**config.mk**
```make
export PLATFORM = sky130hd
export DESIGN_NAME = conv_engine
export DESIGN_NICKNAME = d
export VERILOG_FILES = /design/src/rtl/conv_pkg.sv /design/src/rtl/conv_mac.sv /design/src/rtl/conv_engine.sv
export SDC_FILE = /design/constraint.sdc
export NUM_CORES = 1
export LEC_CHECK = 0
export ABC_AREA = 0
export CAP_MARGIN = 20
export CORE_ASPECT_RATIO = 2
export CORE_MARGIN = 4
export CORE_UTILIZATION = 54
export CTS_BUF_LIST = sky130_fd_sc_hd__clkbuf_2
export CTS_CLUSTER_DIAMETER = 200
export CTS_CLUSTER_SIZE = 24
export DETAILED_ROUTE_END_ITERATION = 7
export GPL_TIMING_DRIVEN = 1
export PLACE_DENSITY = 0.85
export SLEW_MARGIN = 20
export SYNTH_ARGS = -nofsm -noshare
export SYNTH_HDL_FRONTEND = slang
export SYNTH_SLANG_ARGS = --single-unit
```
**constraint.sdc**
```tcl
create_clock -name clk -period 3.5 [get_ports clk]
set_input_delay 0.525 -clock clk [delete_from_list [all_inputs] [get_ports clk]]
set_output_delay 0.525 -clock clk [all_outputs]
set_load 0.03 [all_outputs]
```
**src/rtl/conv_pkg.sv**
```systemverilog
// Shared definitions for the streaming 2-D convolution engine: FSM state
// encoding and the width helpers that size indices, outputs and the total.
package conv_pkg;

   // FSM state encoding (IDLE, MAC, EMIT, DONE)
   typedef logic [1:0] state_t;
   localparam state_t ST_IDLE = 2'd0;
   localparam state_t ST_MAC  = 2'd1;
   localparam state_t ST_EMIT = 2'd2;
   localparam state_t ST_DONE = 2'd3;

   // Width of an index counting 0..n-1; never narrower than one bit so that
   // degenerate sizes (n == 1) still give a legal vector.
   function automatic int idx_w(input int n);
      return (n <= 1) ? 1 : $clog2(n);
   endfunction

   // Output pixel width: one product plus enough headroom for K*K of them.
   function automatic int acc_w(input int pix_w, input int wgt_w, input int k);
      return pix_w + wgt_w + $clog2(k * k);
   endfunction

   // Running-total width: one output pixel plus headroom for the whole map.
   function automatic int sum_w(input int acc_width, input int out_n);
      return acc_width + $clog2(out_n * out_n);
   endfunction

endpackage

```
**src/rtl/conv_mac.sv**
```systemverilog
// Sequential multiply-accumulate datapath: one unsigned pixel*weight product
// per enabled cycle, cleared to zero before each output pixel.
module conv_mac
   import conv_pkg::*;
#(
   parameter int PIX_W = 1,
   parameter int WGT_W = 4,
   parameter int ACC_W = 9
) (
   input  logic             clk,
   input  logic             rst,
   input  logic             clr,
   input  logic             en,
   input  logic [PIX_W-1:0] pix,
   input  logic [WGT_W-1:0] wgt,
   output logic [ACC_W-1:0] acc
);

   logic [ACC_W-1:0] prod;

   // Product widened to the accumulator width; cannot overflow by construction
   always_comb begin
      prod = ACC_W'(pix) * ACC_W'(wgt);
   end

   // Accumulator: clear has priority over accumulate
   always_ff @(posedge clk or posedge rst) begin
      if (rst) begin
         acc <= '0;
      end else if (clr) begin
         acc <= '0;
      end else if (en) begin
         acc <= acc + prod;
      end
   end

endmodule

```
**src/rtl/conv_engine.sv**
```systemverilog
// Streaming valid-convolution engine. Rows of an IMG_N x IMG_N image are
// loaded one per handshake, a K x K weight kernel is programmable, and on
// start every output pixel is computed with K*K sequential MAC cycles and
// offered on a valid/ready port while a running total is kept.
//
// Handshakes: a transfer happens on a rising clk edge where both valid and
// ready are high. row_valid/row_ready load image rows; out_valid/out_ready
// deliver output pixels. Once out_valid is raised, out_data, out_row,
// out_col and out_last hold steady until the transfer happens.
module conv_engine
   import conv_pkg::*;
#(
   parameter int IMG_N = 6,
   parameter int K     = 3,
   parameter int PIX_W = 1,
   parameter int WGT_W = 4
) (
   input  logic                                               clk,
   input  logic                                               rst,
   input  logic                                               row_valid,
   input  logic [IMG_N*PIX_W-1:0]                             row_data,
   output logic                                               row_ready,
   output logic                                               img_full,
   input  logic                                               clear,
   input  logic                                               wgt_we,
   input  logic [idx_w(K*K)-1:0]                              wgt_addr,
   input  logic [WGT_W-1:0]                                   wgt_data,
   input  logic                                               start,
   output logic                                               busy,
   output logic                                               done,
   output logic                                               out_valid,
   input  logic                                               out_ready,
   output logic [acc_w(PIX_W, WGT_W, K)-1:0]                  out_data,
   output logic [idx_w(IMG_N-K+1)-1:0]                        out_row,
   output logic [idx_w(IMG_N-K+1)-1:0]                        out_col,
   output logic                                               out_last,
   output logic [sum_w(acc_w(PIX_W, WGT_W, K), IMG_N-K+1)-1:0] total_sum,
   output logic [1:0]                                         state_dbg
);

   localparam int OUT_N = IMG_N - K + 1;
   localparam int NW    = K * K;
   localparam int ACC_W = acc_w(PIX_W, WGT_W, K);
   localparam int SUM_W = sum_w(ACC_W, OUT_N);
   localparam int OW    = idx_w(OUT_N);
   localparam int KW    = idx_w(K);
   localparam int AW    = idx_w(NW);
   localparam int RW    = idx_w(IMG_N);

   state_t                   state;
   logic [IMG_N*PIX_W-1:0]   img_mem [IMG_N];
   logic [WGT_W-1:0]         wgt_mem [NW];
   logic [RW-1:0]            row_cnt;
   logic                     full_q;
   logic [OW-1:0]            r;
   logic [OW-1:0]            c;
   logic [KW-1:0]            kr;
   logic [KW-1:0]            kc;
   logic [AW-1:0]            kidx;
   logic                     last_q;
   logic [SUM_W-1:0]         sum_q;
   logic [ACC_W-1:0]         acc;

   logic                     idle;
   logic                     start_ok;
   logic                     row_take;
   logic                     wgt_ok;
   logic                     accept;
   logic                     mac_last;
   logic                     at_last;
   logic                     mac_clr;
   logic                     mac_en;
   logic [RW-1:0]            row_i;
   logic [RW-1:0]            col_i;
   logic [PIX_W-1:0]         pix;
   logic [WGT_W-1:0]         wsel;

   // Command decode; clear beats start beats row acceptance, and nothing
   // but output handshakes is honoured outside IDLE
   always_comb begin
      idle     = (state == ST_IDLE);
      row_ready = idle && !full_q;
      start_ok = idle && !clear && start && full_q;
      row_take = row_valid && row_ready && !clear;
      wgt_ok   = idle && wgt_we && (32'(wgt_addr) < 32'(NW));
      accept   = (state == ST_EMIT) && out_ready;
      mac_last = (kidx == AW'(NW - 1));
      at_last  = (r == OW'(OUT_N - 1)) && (c == OW'(OUT_N - 1));
      mac_clr  = start_ok || (accept && !at_last);
      mac_en   = (state == ST_MAC);
   end

   // Operand fetch for the current kernel tap of the current output pixel
   always_comb begin
      row_i = RW'(r) + RW'(kr);
      col_i = RW'(c) + RW'(kc);
      pix   = img_mem[row_i][int'(col_i)*PIX_W +: PIX_W];
      wsel  = wgt_mem[kidx];
   end

   // Main FSM
   always_ff @(posedge clk or posedge rst) begin
      if (rst) begin
         state <= ST_IDLE;
      end else begin
         case (state)
            ST_IDLE: if (start_ok) state <= ST_MAC;
            ST_MAC:  if (mac_last) state <= ST_EMIT;
            ST_EMIT: if (accept)   state <= at_last ? ST_DONE : ST_MAC;
            default: state <= ST_IDLE;
         endcase
      end
   end

   // Image row storage and fill tracking; clear only rewinds the counter
   always_ff @(posedge clk or posedge rst) begin
      if (rst) begin
         for (int i = 0; i < IMG_N; i++) img_mem[i] <= '0;
         row_cnt <= '0;
         full_q  <= 1'b0;
      end else if (idle && clear) begin
         row_cnt <= '0;
         full_q  <= 1'b0;
      end else if (row_take) begin
         img_mem[row_cnt] <= row_data;
         if (row_cnt == RW'(IMG_N - 1)) begin
            row_cnt <= '0;
            full_q  <= 1'b1;
         end else begin
            row_cnt <= row_cnt + RW'(1);
         end
      end
   end

   // Kernel weights; reset restores the all-ones kernel
   always_ff @(posedge clk or posedge rst) begin
      if (rst) begin
         for (int i = 0; i < NW; i++) wgt_mem[i] <= WGT_W'(1);
      end else if (wgt_ok) begin
         wgt_mem[wgt_addr] <= wgt_data;
      end
   end

   // Kernel tap counters walk (kr,kc) in raster order during MAC
   always_ff @(posedge clk or posedge rst) begin
      if (rst) begin
         kr   <= '0;
         kc   <= '0;
         kidx <= '0;
      end else if (start_ok || mac_last || (state != ST_MAC)) begin
         kr   <= '0;
         kc   <= '0;
         kidx <= '0;
      end else begin
         kidx <= kidx + AW'(1);
         if (kc == KW'(K - 1)) begin
            kc <= '0;
            kr <= kr + KW'(1);
         end else begin
            kc <= kc + KW'(1);
         end
      end
   end

   // Output pixel position, last marker and running total
   always_ff @(posedge clk or posedge rst) begin
      if (rst) begin
         r      <= '0;
         c      <= '0;
         last_q <= 1'b0;
         sum_q  <= '0;
      end else if (start_ok) begin
         r      <= '0;
         c      <= '0;
         last_q <= 1'b0;
         sum_q  <= '0;
      end else if (mac_en && mac_last) begin
         last_q <= at_last;
      end else if (accept) begin
         sum_q  <= sum_q + SUM_W'(acc);
         last_q <= 1'b0;
         if (!at_last) begin
            if (c == OW'(OUT_N - 1)) begin
               c <= '0;
               r <= r + OW'(1);
            end else begin
               c <= c + OW'(1);
            end
         end
      end
   end

   conv_mac #(
      .PIX_W (PIX_W),
      .WGT_W (WGT_W),
      .ACC_W (ACC_W)
   ) u_mac (
      .clk (clk),
      .rst (rst),
      .clr (mac_clr),
      .en  (mac_en),
      .pix (pix),
      .wgt (wsel),
      .acc (acc)
   );

   // Output port mapping; all values come straight from registers
   always_comb begin
      img_full  = full_q;
      busy      = (state == ST_MAC) || (state == ST_EMIT);
      done      = (state == ST_DONE);
      out_valid = (state == ST_EMIT);
      out_data  = acc;
      out_row   = r;
      out_col   = c;
      out_last  = last_q;
      total_sum = sum_q;
      state_dbg = state;
   end

endmodule

```
# Yosys cells after proc, flatten, opt, wreduce, memory -nomap -nowiden
# Cells that the tools add are included.
[totals] regBits=113 in_bits=21 output_inout_bits=34 elab_cells=146
[classes] n_addsub=10 mul=1 magnitude_cmp=7 eq_ne=14 shift=1 mux=46 bitwise_logic=5 reduce_logical=36
[op_table] operator="$bwmux 36" n=2
[op_table] operator="$mux 13" n=3
[op_table] operator="$mux 2" n=18
[op_table] operator="$bmux 6 s3" n=1
[op_table] operator="$demux 6 s3" n=1
[op_table] operator="$mux 6" n=3
[op_table] operator="$mux 9" n=2
[op_table] operator="$bmux 4 s4" n=1
[op_table] operator="$demux 4 s4" n=1
[op_table] operator="$mux 4" n=4
[op_table] operator="$logic_and 1x1->1" n=15
[op_table] operator="$add 13x9->13" n=1
[op_table] operator="$reduce_bool 2->1" n=6
[op_table] operator="$eq 2x2->1 const B" n=5
[op_table] operator="$ge 5x5->1 const B" n=2
[op_table] operator="$not 4->5" n=2
[op_table] operator="$add 9x5->9" n=1
[op_table] operator="$mux 3" n=3
[op_table] operator="$add 2x1->2 const B" n=4
[op_table] operator="$ge 4x4->1 const B" n=2
[op_table] operator="$not 3->4" n=2
[op_table] operator="$add 2x2->3" n=2
[op_table] operator="$mux 1" n=6
[op_table] operator="$ne 2x1->1 const B" n=3
[op_table] operator="20 further kinds" n=30

# Depth between registers and ports, before layout
# Gate-level depths: netlist of run 1.
[depth] ltp_word=10 depth_mapped=15 mapped_depth_nobuf=15

# Modules after synthesis
# A second synthesis of run 1 with hierarchy kept.
[unflattened] hier_cells=500 area_unflattened_um2=6033.3
[by_module_without_submodules] module="conv_engine" n_inst=1 cells_per_inst=432 area_per_inst_um2=5391.4 seq_area_each_um2=2613.8
[by_module_without_submodules] module="conv_mac" n_inst=1 cells_per_inst=68 area_per_inst_um2=641.9 seq_area_each_um2=225.2

# Worst setup path before layout of run 1
# OpenSTA, ideal clock, no wires.
[synth_timing] path_type="register to register" from="register r[0], in the netlist out_row[0]" to="register u_mac.acc[6]" setup_time_ps=127 t_arrival_ps=3372 required_time_ps=3373 path_slack_ps=1 path_stages_with_launch=15 path_buffers=1 period_less_slack_ps=3499 path_cell_list="dfrtp_1 ha_1 buf_2 mux4_2 a22o_1 a31oi_1 o2111ai_1 and2_1 ha_1 fa_1 a21o_1 a21oi_1 nor3b_1 xnor2_1 nor2_1"
[synth_between] elab_chain_cells=10 word_cells_on_any_way=16 cone_classes="2 x add/sub; 1 x mul; 1 x eq/ne; 1 x shift; 5 x mux; 1 x bitwise; 5 x reduce/logical"
[synth_rtl] item="start, declared" line="conv_engine.sv:55" text="logic [OW-1:0] r;"
[synth_rtl] item="start signal, assigned" line="conv_engine.sv:185" text="r <= r + OW'(1);"
[synth_rtl] item="$add 2x2->3" line="conv_engine.sv:95" text="row_i = RW'(r) + RW'(kr);"
[synth_rtl] item="$not 3->4 (implied by the code)" line="conv_engine.sv:97" text="pix = img_mem[row_i][int'(col_i)*PIX_W +: PIX_W];"
[synth_rtl] item="$bmux 6 s3" line="conv_engine.sv:97"
[synth_rtl] item="$mux 6 (implied by the code) (2 in a row)" line="conv_engine.sv:97"
[synth_rtl] item="$shiftx 6x4->1" line="conv_engine.sv:97"
[synth_rtl] item="$mul 1x4->5" line="conv_mac.sv:23" text="prod = ACC_W'(pix) * ACC_W'(wgt);"
[synth_rtl] item="$add 9x5->9" line="conv_mac.sv:33" text="acc <= acc + prod;"
[synth_rtl] item="$mux 9" line="conv_mac.sv:32" text="end else if (en) begin"
[synth_rtl] item="$mux 9" line="conv_mac.sv:30" text="end else if (clr) begin"
[synth_rtl] item="end signal, assigned" line="conv_mac.sv:33"
[synth_rtl] item="end, declared" line="conv_mac.sv:16" text="output logic [ACC_W-1:0] acc"
# Several ways; a longest one is shown, not always the timed one. The select of a mux whose other input is x is not followed.
# A chain may end at the register's enable or synchronous reset.

# Final worst setup path of run 1
[layout_timing] from="register r[0], in the netlist out_row[0]" to="register u_mac.acc[8]"
# Same word-level chain as after synthesis.

==> results of run 1 <==
[registers in the layout, indices dropped and copies added, names as in the netlist]
name       flops
img_full       1
img_mem       36
kc             2
kidx           4
kr             2
out_col        2
out_last       1
out_row        2
row_cnt        3
state_dbg      2
total_sum     13
u_mac.acc      9
wgt_mem       36
[routing by layer]
metal  vias to the layer above  GRT usage [%]  wire length [um]
li1                       1990              -                 -
met1                      2205          23.57              4748
met2                       156          42.53              7705
met3                        46          4.839               658
met4                         0          13.31               590
met5                         -              0                 0
[cell type report]
| cell class | count | area (um2) |
|---|---|---|
| well taps | 137 | 171.4 |
| multi-input cells | 355 | 3040 |
| inverters | 17 | 66.31 |
| fillers | 775 | 3546 |
| flip-flops and latches | 113 | 2839 |
| repair buffers | 74 | 690.7 |
| clock inverters | 14 | 163.9 |
| clock buffers | 18 | 90.09 |
| diodes | 1 | 2.502 |
[path summary, 6_finish.rpt]
kind,startpoint,endpoint,slack [ps],depth (start not counted)
max in group asynchronous,rst,wgt_mem[28],2370,3
setup reg to reg,out_row[0],u_mac.acc[8],-4,15
setup / recovery,out_row[0],u_mac.acc[8],-4,15
hold reg to reg,kc[1],kc[1],480,1
min in group clk,kc[1],kc[1],480,1
hold / removal,rst,row_cnt[1],330,2
[cell families after synthesis]
logic type	count (synthesis)	share of synthesized area (%)
AND/OR/NAND/NOR	145	13.25
multiplexers	104	21.39
adder cells (fa/ha/maj)	27	6.201
flip-flops	113	47.86
XOR/XNOR	15	2.215
AO/OA/AOI/OAI	64	6.771
buffers and inverters	33	2.320
[power breakdown]
| group | internal [W] | switching [W] |
|---|---|---|
| clock | 0.000400 | 0.000521 |
| sequential | 0.00180 | 0.000396 |
| combinational | 0.00137 | 0.00143 |
[placed cells by master (no fill, tap or decap), types with 5 or more instances in the layout]
master,instances
sky130_fd_sc_hd__dfrtp_1,104
sky130_fd_sc_hd__mux2_2,66
sky130_fd_sc_hd__clkdlybuf4s50_1,54
sky130_fd_sc_hd__nand2_1,38
sky130_fd_sc_hd__nor2_1,27
sky130_fd_sc_hd__mux2i_1,21
sky130_fd_sc_hd__ha_1,20
sky130_fd_sc_hd__buf_4,20
sky130_fd_sc_hd__a21oi_1,18
sky130_fd_sc_hd__clkbuf_2,18
sky130_fd_sc_hd__nand3_1,15
sky130_fd_sc_hd__inv_1,15
sky130_fd_sc_hd__o21ai_0,14
sky130_fd_sc_hd__xnor2_1,11
sky130_fd_sc_hd__mux4_2,11
sky130_fd_sc_hd__dfstp_2,9
sky130_fd_sc_hd__nor3_1,7
sky130_fd_sc_hd__or3_1,7
sky130_fd_sc_hd__nand4_1,6
sky130_fd_sc_hd__mux2_1,6
sky130_fd_sc_hd__nor2b_1,5
sky130_fd_sc_hd__nor3b_1,5
sky130_fd_sc_hd__nor3b_2,5
sky130_fd_sc_hd__a21o_1,5
[Yosys cell counts (all sizes together) (2+ instances only)]
cell type	instances
nor3b	10
buf	7
o21a	2
nand4	6
inv	17
fa	4
ha	23
nor2	28
a21o	5
nand3	15
dfstp	9
mux2i	21
nor3	8
mux4	11
dfrtp	104
nand2b	4
or3	7
or4	2
xor2	4
a22oi	4
a21oi	20
nand3b	2
nand2	38
xnor2	11
and2	7
nand4b	4
o21ai	14
mux2	72
nor4b	3
a211oi	4
nor2b	6
a31oi	3
clkbuf	9
[through the flow]
| step | hold WS (ps) | worst slack [ps] | power, W | util (%) |
|---|---|---|---|---|
| final | 332.7 | -3.637 | 0.005919 | 66.58 |
| after global routing | 383.7 | -123.8 | 0.006301 | 66.58 |
| after CTS | 329.7 | 13.87 | 0.005817 | 65.94 |
| after detailed placement | 462.1 | -205.7 | 0.004826 | 63.15 |
| after global placement | 446.2 | -16.92 | 0.004664 | 63.15 |
| after floorplan | 431.3 | 0.7729 | 0.003971 | - |
[repair_timing]
action	in CTS	in global routing
setup endpoints to repair	5	6
buffers inserted	2	1
resized for setup	7	12
pin swaps	5	12
[worst max-delay path, cell delays in order, from the launching register on]
cell and delay, ps:
sky130_fd_sc_hd__dfrtp_1 460, sky130_fd_sc_hd__ha_4 170, sky130_fd_sc_hd__inv_2 40, sky130_fd_sc_hd__fa_2 490
sky130_fd_sc_hd__nor3b_2 190, sky130_fd_sc_hd__a22o_1 220, sky130_fd_sc_hd__a31oi_2 180, sky130_fd_sc_hd__o2111ai_2 200
sky130_fd_sc_hd__and2_4 230, sky130_fd_sc_hd__ha_4 160, sky130_fd_sc_hd__fa_2 360, sky130_fd_sc_hd__a21o_1 190
sky130_fd_sc_hd__a21oi_2 210, sky130_fd_sc_hd__nor3b_2 80, sky130_fd_sc_hd__xnor2_1 170, sky130_fd_sc_hd__nor2_1 70
==> load_flow_metrics.sql, run 1 <==
INSERT INTO impl_metrics (metric_group, metric, value, unit) VALUES
('outcome', 'result_of_the_run', 'complete, but fails checks', ''),
('outcome', 'violations', 'negative setup slack', ''),
('layout', 'finish.net_count', '626', ''),
('clocking', 'clkSlewWorstSetupHoldPaths', '180', 'ps'),
('timing', 'timing.final.ws_setup', '-3.637', 'ps'),
('clocking', 'cts_root_buf', 'sky130_fd_sc_hd__clkbuf_2', ''),
('yosys', 'synth_enable_flop_cells', '0', ''),
('yosys', 'netlist_top_cells_area', 'sky130_fd_sc_hd__dfrtp_1 (44%), sky130_fd_sc_hd__mux2_2 (13%), sky130_fd_sc_hd__ha_1 (4.9%), sky130_fd_sc_hd__mux4_2 (4.2%), sky130_fd_sc_hd__dfstp_2 (4.0%)', ''),
('routing', 'wirelength', '13700', 'um'),
('floorplan', 'die-height', '156.2', 'um'),
('run', 'cap_violations', '0', ''),
('floorplan', 'floorplan.io_pins', '55', ''),
('yosys', 'yosysWarningCount', '0', ''),
('routing', 'final_antenna_net_count', '0', ''),
('critical_path', 'critPathRequiredTime', '4090', 'ps'),
('yosys', 'synth_fp_nets', '549', ''),
('critical_path', 'cp-end-kind', 'flop', ''),
('routing', 'wl_per_cell', '18.80', 'um'),
('floorplan', 'std_cell_rows', '53', ''),
('yosys', 'yosysUniqueCellTypes', '55', ''),
('floorplan', 'area_inside_the_core_boundary', '0.01061', 'mm2'),
('routing', 'detailedRoute.firstPassIterationCount', '4', ''),
('yosys', 'synth_seq_cells', '113', ''),
('layout', 'area.growth.synth_to_final', '19.09', '%'),
('grt', 'grt_usage', '23.33', '%'),
('placed_design', 'hpwlAfterDp', '10240', 'um'),
('clocking', 'cts_tree', 'done', ''),
('timing', 'maxSlewViolCount', '0', ''),
('timing', 'final_setup_violation_count', '1', ''),
('timing', 'timing.slew.headroom', '36.39', '%'),
('clocking', 'cts_buffer_depth', '2', ''),
('power', 'power.density_cell_area', '837.9', 'mW/mm2'),
('yosys', 'synthCells', '501', ''),
('clocking', 'clock_tree.htree_level_count', '4', ''),
('timing', 'layout_worst_path_cycle_share', '100.1', '%'),
('critical_path', 'startpoint_type', 'flop', ''),
('critical_path', 'crit_path_max_fanout', '7', ''),
('placed_design', 'dp.cells', '693', ''),
('clocking', 'cts.sink_count', '113', ''),
('yosys', 'synth_largest_area_cell', 'sky130_fd_sc_hd__dfrtp_1', ''),
('timing', 'worstMarginPinSlew', '941.2', 'ps'),
('power', 'p_leak', '3.120', 'nW'),
('floorplan', 'dieArea', '0.01283', 'mm2'),
('layout', 'finish.cell_count_without_fillers', '729', ''),
('clocking', 'cts_hold_repair.buffers', '0', ''),
('grt', 'grt_pass1_wl', '22710', 'um'),
('timing', 'rsz0062_at_grt', 'true', ''),
('floorplan', 'die-width', '82.11', 'um'),
('layout', 'final_cell_area', '0.007064', 'mm2'),
('yosys', 'synth_area_per_cell', '11.84', 'um2'),
('timing', 'final.setup_skew', '33.40', 'ps'),
('hold_path', 'min-delay-path-class', 'input port to asynchronous set/reset pin', ''),
('grt', 'antenna_found_initial', '1', ''),
('placed_design', 'globalplace.congestion', '0.9532', ''),
('routing', 'residual_drc_count', '0', ''),
('grt', 'grt_pass1_vias', '4756', ''),
('placed_design', 'dpl_cell_area', '0.006700', 'mm2'),
('grt', 'gr-total-overflow', '0', ''),
('timing', 'achievable-frequency', '0.2854', 'GHz'),
('power', 'worst_ir_drop_vdd', '0.4157', 'mV'),
('timing', 'hold_violations', '0', ''),
('routing', 'drt_first_iter_violations', '148', ''),
('layout', 'fraction_of_layout_cells_with_a_size_suffix_above_1', '27.41', '%'),
('critical_path', 'crit_type', 'flop to flop', ''),
('yosys', 'yosysTopAreaCellShare', '43.87', '%'),
('yosys', 'syn_area', '0.005932', 'mm2'),
('critical_path', 'worst_ep_arrival_time', '4090', 'ps'),
('yosys', 'async_reset_ff_share', '100.0', '%'),
('timing', 'setup-tns-final', '-3.637', 'ps'),
('floorplan', 'start_util', '55.91', '%'),
('routing', 'route.detailed.vias_per_inst', '6.032', ''),
('routing', 'routed-via-count', '4397', ''),
('clocking', 'cts_inserted_buffers', '17', ''),
('timing', 'finalWorstPathRequiredPeriod', '3504', 'ps'),
('placed_design', 'io_buffer_count', '54', ''),
('clocking', 'worstSkewPairLatency', '690', 'ps'),
('yosys', 'synth-main-ff-cell', 'sky130_fd_sc_hd__dfrtp_1', ''),
('yosys', 'synth.yosys.seq_area_share', '47.86', '%'),
('grt', 'pin_count_of_the_biggest_net_entering_global_routing', '70', '');
Power figures use the tool's default switching activity.
==> run 2: changes to the inputs <==
Settings changed: CORE_UTILIZATION 54 to 30, PLACE_DENSITY 0.85 to 0.55, SKIP_CTS_REPAIR_TIMING set to 1.
==> run 2 against run 1 <==
Effect of this change:
- non-clock buffer count increased by 7
- largest cell class unchanged
- sequential cell count unchanged
- first-iteration DRC count increased by 18%
- critical path type unchanged
- the run now ends clean
- routed wire length increased by 5.5%
- count of clock-buffer cells in the layout increased by 5
- total power decreased by 0.95%
- register-to-register slack improved by 100 ps
- global-route usage decreased by 9.5 points
- hold slack got worse by 39 ps
- sequential power about the same
- clock power decreased by 12%
- critical path depth unchanged
==> load_flow_metrics.sql, run 2 (synthesized netlist as in run 1, its figures left out) <==
INSERT INTO impl_metrics (metric_group, metric, value, unit) VALUES
('outcome', 'result_of_the_run', 'finished, final reports clean', ''),
('timing', 'timing.final.ws_setup', '96.28', 'ps'),
('critical_path', 'crit_path_max_fanout', '7', ''),
('placed_design', 'hpwlAfterDp', '11050', 'um'),
('critical_path', 'r2r_end', 'u_mac.acc[5]', ''),
('critical_path', 'r2r.worst_path.cells', '15', ''),
('layout', 'finish.net_count', '633', ''),
('placed_design', 'post-place-ws', '-176.3', 'ps'),
('timing', 'finalWorstPathRequiredPeriod', '3404', 'ps'),
('floorplan', 'start_util', '30.63', '%'),
('grt', 'pin_count_of_the_biggest_net_entering_global_routing', '59', ''),
('critical_path', 'critPathLaunch', 'out_row[0]', ''),
('power', 'power.density_cell_area', '805.6', 'mW/mm2'),
('timing', 'final_setup_violation_count', '0', ''),
('critical_path', 'startpoint_type', 'flop', ''),
('layout', 'mostFrequentLayoutCells', 'sky130_fd_sc_hd__dfrtp_1 (104), sky130_fd_sc_hd__mux2_2 (66), sky130_fd_sc_hd__clkdlybuf4s50_1 (54)', ''),
('hold_path', 'min-delay-path-class', 'input port to asynchronous set/reset pin', ''),
('clocking', 'clock_tree.htree_level_count', '4', ''),
('timing', 'timing.slew.headroom', '51.57', '%'),
('power', 'worst_ir_drop_vdd', '0.2606', 'mV'),
('clocking', 'cts_tree', 'done', ''),
('placed_design', 'io_buffer_count', '54', ''),
('routing', 'final_antenna_net_count', '0', ''),
('grt', 'grt_pass1_wl', '23630', 'um'),
('timing', 'rsz0062_at_grt', 'true', ''),
('timing', 'worstMarginPinSlew', '726.5', 'ps'),
('routing', 'route.detailed.vias_per_inst', '4.960', ''),
('timing', 'achievable-frequency', '0.2938', 'GHz'),
('clocking', 'cts_buffer_depth', '2', ''),
('floorplan', 'die-width', '107.4', 'um'),
('layout', 'area.growth.synth_to_final', '22.67', '%'),
('clocking', 'cts_root_buf', 'sky130_fd_sc_hd__clkbuf_2', ''),
('run', 'cap_violations', '0', ''),
('timing', 'hold_violations', '0', ''),
('power', 'p_leak', '3.170', 'nW'),
('clocking', 'worstSkewPairLatency', '670', 'ps'),
('floorplan', 'floorplan.io_pins', '55', ''),
('timing', 'final.setup_skew', '34.74', 'ps'),
('timing', 'layout_worst_path_cycle_share', '97.25', '%'),
('routing', 'wl_per_cell', '16.85', 'um'),
('routing', 'drt_first_iter_violations', '175', ''),
('timing', 'fin_worst_hold_slack', '293.3', 'ps'),
('placed_design', 'dp.cells', '823', ''),
('routing', 'wirelength', '14460', 'um'),
('routing', 'residual_drc_count', '0', ''),
('routing', 'detailedRoute.firstPassIterationCount', '4', ''),
('clocking', 'clkSlewWorstSetupHoldPaths', '170', 'ps'),
('grt', 'gr-total-overflow', '0', ''),
('floorplan', 'std_cell_rows', '72', ''),
('routing', 'routed-via-count', '4256', ''),
('critical_path', 'crit-reg2reg-launch', 'out_row[0]', ''),
('critical_path', 'critPathRequiredTime', '4110', 'ps'),
('critical_path', 'cp-end-kind', 'flop', ''),
('critical_path', 'worst_ep_arrival_time', '4010', 'ps'),
('grt', 'grt_pass1_vias', '4568', ''),
('floorplan', 'area_inside_the_core_boundary', '0.01937', 'mm2'),
('timing', 'maxSlewViolCount', '0', ''),
('critical_path', 'r2r_setup_slack', '100', 'ps'),
('layout', 'fill_cells', '1894', ''),
('layout', 'finish.cell_count_without_fillers', '858', ''),
('critical_path', 'crit_type', 'flop to flop', ''),
('clocking', 'cts.sink_count', '113', ''),
('layout', 'layout_commonest_cell', 'sky130_fd_sc_hd__dfrtp_1', ''),
('placed_design', 'globalplace.congestion', '0.8291', ''),
('grt', 'grt_usage', '13.78', '%'),
('grt', 'antenna_found_initial', '1', ''),
('floorplan', 'dieArea', '0.02222', 'mm2'),
('clocking', 'cts_inserted_buffers', '17', ''),
('layout', 'fraction_of_layout_cells_with_a_size_suffix_above_1', '28.93', '%'),
('floorplan', 'die-height', '206.9', 'um');
==> run 2: worst max path at each step <==
stage                   endpoint  slack (ps)  depth (start not counted)
CTS                 u_mac.acc[6]        -220                         15
global placement    u_mac.acc[4]         -80                         15
global route        u_mac.acc[7]         -40                         15
floorplan               img_full         0.8                          1
finish              u_mac.acc[5]         100                         15
detailed placement  u_mac.acc[6]        -180                         15
==> run 2: layout make-up <==
class	count	area [um2]	area share (%)
Clock buffer	23	115.1	1.582
Timing Repair Buffer	81	755.7	10.39
Tap cell	259	324.1	4.453
Multi-Input combinational cell	355	3082	42.35
Inverter	17	66.31	0.9113
Clock inverter	9	92.59	1.272
Antenna cell	1	2.502	0.03439
Sequential cell	113	2839	39.01
==> run 2: critical path, cell delays in order (launching register included) <==
cell	delay, ps
sky130_fd_sc_hd__dfrtp_1	450
sky130_fd_sc_hd__ha_4	170
sky130_fd_sc_hd__inv_2	50
sky130_fd_sc_hd__fa_2	470
sky130_fd_sc_hd__and3b_1	220
sky130_fd_sc_hd__a22o_1	180
sky130_fd_sc_hd__a31oi_2	170
sky130_fd_sc_hd__o2111ai_2	210
sky130_fd_sc_hd__buf_4	190
sky130_fd_sc_hd__and2_4	150
sky130_fd_sc_hd__ha_4	250
sky130_fd_sc_hd__a21o_1	100
sky130_fd_sc_hd__a21o_1	180
sky130_fd_sc_hd__a21oi_4	90
sky130_fd_sc_hd__or3_4	330
sky130_fd_sc_hd__a21oi_2	110
==> run 2: power breakdown <==
part | internal [W] | total (W) | leakage [nW] | switching (W)
Sequential | 0.00180 | 0.00217 | 1.46 | 0.000369
Combinational | 0.00143 | 0.00288 | 1.57 | 0.00145
Clock | 0.000334 | 0.000808 | 0.146 | 0.000473
Total | 0.00357 | 0.00586 | 3.17 | 0.00229
==> run 2: through the flow <==
step                setup TNS, ps  area (um2)  util [%]  power, W
detailed placement         -712.4        6925     35.76  0.004948
global route               -116.6        7277     37.57  0.006308
global placement           -273.3        6925     35.76  0.004847
finish                          0        7277     37.57  0.005862
floorplan                       0        5932         -  0.003971
CTS                        -994.2        7133     36.83  0.005774
==> run 2: metal layers <==
layer	global-route usage, %	vias to the layer above	wire, um
met2	26.21	90	8130
met3	2.863	23	512
met5	0	-	0
met4	6.727	0	458
met1	14.03	2152	5353
li1	-	1991	-
==> run 3: changes to the inputs <==
Settings changed: CAP_MARGIN 20 to 0, GPL_TIMING_DRIVEN 1 to 0.
==> run 3 against run 2 <==
Effect of this change:
- the flow now finishes with violations (negative setup slack)
- hold slack lost 21 ps
- non-clock buffer count shrank 3
- global-route usage about the same
- sequential power about the same
- clock skew shrank 3.2 ps
- total power shrank 1.1%
- via count down 1.6%
- clock power up 1%
- sequential share of layout area increased by 0.32 points
- largest power group unchanged
- critical path depth decreased by 1
- combinational power is 2% lower
- cell area decreased by 0.77%
==> load_flow_metrics.sql, run 3 (synthesized netlist as in run 1, its figures left out) <==
INSERT INTO impl_metrics (metric_group, metric, value, unit) VALUES
('outcome', 'result_of_the_run', 'complete, but fails checks', ''),
('outcome', 'violations', 'negative setup slack', ''),
('clocking', 'clock_tree.htree_level_count', '4', ''),
('routing', 'maxUsedRoutingLayer', 'met4', ''),
('clocking', 'cts_inserted_buffers', '17', ''),
('critical_path', 'critical_path.most_common_cell', 'sky130_fd_sc_hd__ha_4', ''),
('timing', 'final_setup_violation_count', '3', ''),
('grt', 'gr-total-overflow', '0', ''),
('grt', 'grt_pass1_vias', '4507', ''),
('clocking', 'cts_tree', 'done', ''),
('grt', 'grt_pass1_wl', '23690', 'um'),
('critical_path', 'critPathMaxStageDelay', '500', 'ps'),
('routing', 'routed-via-count', '4190', ''),
('clocking', 'cts_buffer_depth', '2', ''),
('timing', 'setup-tns-final', '-202.5', 'ps'),
('critical_path', 'cp-end-kind', 'flop', ''),
('routing', 'm1WireLength', '5247', 'um'),
('routing', 'wirelength', '14590', 'um'),
('clocking', 'cts_root_buf', 'sky130_fd_sc_hd__clkbuf_2', ''),
('layout', 'finish.cell_count_without_fillers', '854', ''),
('routing', 'residual_drc_count', '0', ''),
('layout', 'area.growth.synth_to_final', '21.73', '%'),
('critical_path', 'critPathRequiredTime', '4070', 'ps'),
('routing', 'wl_met3', '520', 'um'),
('placed_design', 'dp.cells', '815', ''),
('timing', 'achievable-frequency', '0.2801', 'GHz'),
('timing', 'hold_violations', '0', ''),
('floorplan', 'start_util', '30.63', '%'),
('run', 'cap_violations', '0', ''),
('routing', 'detailedRoute.firstPassIterationCount', '4', ''),
('timing', 'timing.final.ws_setup', '-70.67', 'ps'),
('grt', 'grt_usage', '13.83', '%'),
('placed_design', 'io_buffer_count', '54', ''),
('clocking', 'clkSlewWorstSetupHoldPaths', '190', 'ps'),
('grt', 'antenna_found_initial', '1', ''),
('floorplan', 'area_inside_the_core_boundary', '0.01937', 'mm2'),
('timing', 'timing.slew.headroom', '34.71', '%'),
('critical_path', 'worst_ep_arrival_time', '4140', 'ps'),
('routing', 'wl_per_cell', '17.09', 'um'),
('routing', 'wl_met2', '8195', 'um'),
('critical_path', 'critPathBufInv', '1', ''),
('critical_path', 'timing.critical_path.cells', 'ha_4 > buf_6 > mux4_2 > a22o_1 > a31oi_1 > o2111ai_2 > and2_4 > ha_4 > fa_2 > a21o_1 > a21oi_4 > nor3b_1 > xnor2_1 > nor2_1', ''),
('timing', 'maxSlewViolCount', '0', ''),
('grt', 'pin_count_of_the_biggest_net_entering_global_routing', '59', ''),
('placed_design', 'globalplace.congestion', '0.8746', ''),
('layout', 'fill_cells', '1902', ''),
('floorplan', 'floorplan.io_pins', '55', ''),
('timing', 'final.setup_skew', '31.56', 'ps'),
('power', 'worst_ir_drop_vdd', '0.2656', 'mV'),
('routing', 'drt_first_iter_violations', '162', ''),
('layout', 'layout_commonest_cell', 'sky130_fd_sc_hd__dfrtp_1', ''),
('timing', 'finalWorstPathRequiredPeriod', '3571', 'ps'),
('floorplan', 'die-height', '206.9', 'um'),
('routing', 'route.detailed.vias_per_inst', '4.906', ''),
('critical_path', 'critPathSlowestCell', 'sky130_fd_sc_hd__mux4_2', ''),
('power', 'power.density_cell_area', '802.8', 'mW/mm2'),
('floorplan', 'std_cell_rows', '72', ''),
('critical_path', 'startpoint_type', 'flop', ''),
('timing', 'rsz0062_at_grt', 'true', ''),
('floorplan', 'die-width', '107.4', 'um'),
('critical_path', 'timing.critical_path.depth', '14', ''),
('placed_design', 'hpwlAfterDp', '10980', 'um'),
('timing', 'worstMarginPinSlew', '966.2', 'ps'),
('routing', 'final_antenna_net_count', '0', ''),
('critical_path', 'r2r.worst_path.cells', '14', ''),
('clocking', 'cts.sink_count', '113', ''),
('critical_path', 'critPathTopFamily', 'compound AO/OA/AOI/OAI gates', ''),
('critical_path', 'crit_type', 'flop to flop', ''),
('layout', 'mostFrequentLayoutCells', 'sky130_fd_sc_hd__dfrtp_1 (103), sky130_fd_sc_hd__mux2_2 (66), sky130_fd_sc_hd__clkdlybuf4s50_1 (54)', ''),
('hold_path', 'min-delay-path-class', 'input port to asynchronous set/reset pin', ''),
('layout', 'finish.net_count', '630', ''),
('floorplan', 'dieArea', '0.02222', 'mm2'),
('critical_path', 'crit_path_max_fanout', '5', ''),
('power', 'p_leak', '3.083', 'nW'),
('clocking', 'worstSkewPairLatency', '670', 'ps'),
('timing', 'layout_worst_path_cycle_share', '102.0', '%'),
('layout', 'fraction_of_layout_cells_with_a_size_suffix_above_1', '26.77', '%');
==> run 3: changes by cell type in the layout (fill, tap and decap cells not counted), sizes merged <==
cell / change
clkinvlp: +4
buf: -12
clkbuf: +4
==> run 3: area by class of cell <==
class	instances	area [um2]	share of cell area (%)
multi-input cells	355	3073	42.56
plain buffers	16	80.08	1.109
clock inverters	13	121.4	1.681
diodes	1	2.502	0.03466
clock buffers	18	90.09	1.248
flip-flops and latches	113	2840	39.33
well taps	259	324.1	4.488
repair buffers	62	620.6	8.595
inverters	17	68.82	0.9530
==> run 3: per-layer routing <==
| layer | vias up | global-route usage, % |
|---|---|---|
| met5 | - | 0 |
| met4 | 0 | 7.449 |
| met3 | 26 | 3.486 |
| met2 | 92 | 26.03 |
| met1 | 2093 | 13.61 |
| li1 | 1979 | - |
==> run 3: metrics by stage <==
stage | util (%) | total power [W] | cell area [um2] | hold WS, ps | setup slack, ps
3_5_place_dp | 35.29 | 0.004830 | 6835 | 457.7 | -506.0
3_3_place_gp | 35.09 | 0.004720 | 6797 | 447.1 | -1623
4_1_cts | 36.38 | 0.005657 | 7047 | 230.6 | -531.3
5_1_grt | 37.28 | 0.006223 | 7221 | 241.1 | -188.4
2_1_floorplan | - | 0.003971 | 5932 | 431.3 | 0.7729
6_report | 37.28 | 0.005796 | 7221 | 272.4 | -70.67
==> run 3: path summary, 6_finish.rpt <==
| path | from | endpoint | slack [ps] |
|---|---|---|---|
| min in group clk | kc[1] | kc[0] | 470 |
| min reg2reg | kc[1] | kc[0] | 470 |
| min | rst | kidx[1] | 270 |
| max | kr[0] | u_mac.acc[6] | -70 |
| max reg2reg | kr[0] | u_mac.acc[6] | -70 |
| max in group asynchronous | rst | out_row[0] | 2530 |
==> run 3: where the power goes <==
group	total (W)	internal (W)	switching (W)
combinational	0.00282	0.00138	0.00145
clock	0.000817	0.000312	0.000505
sequential	0.00216	0.00180	0.000352
total	0.00580	0.00349	0.00230
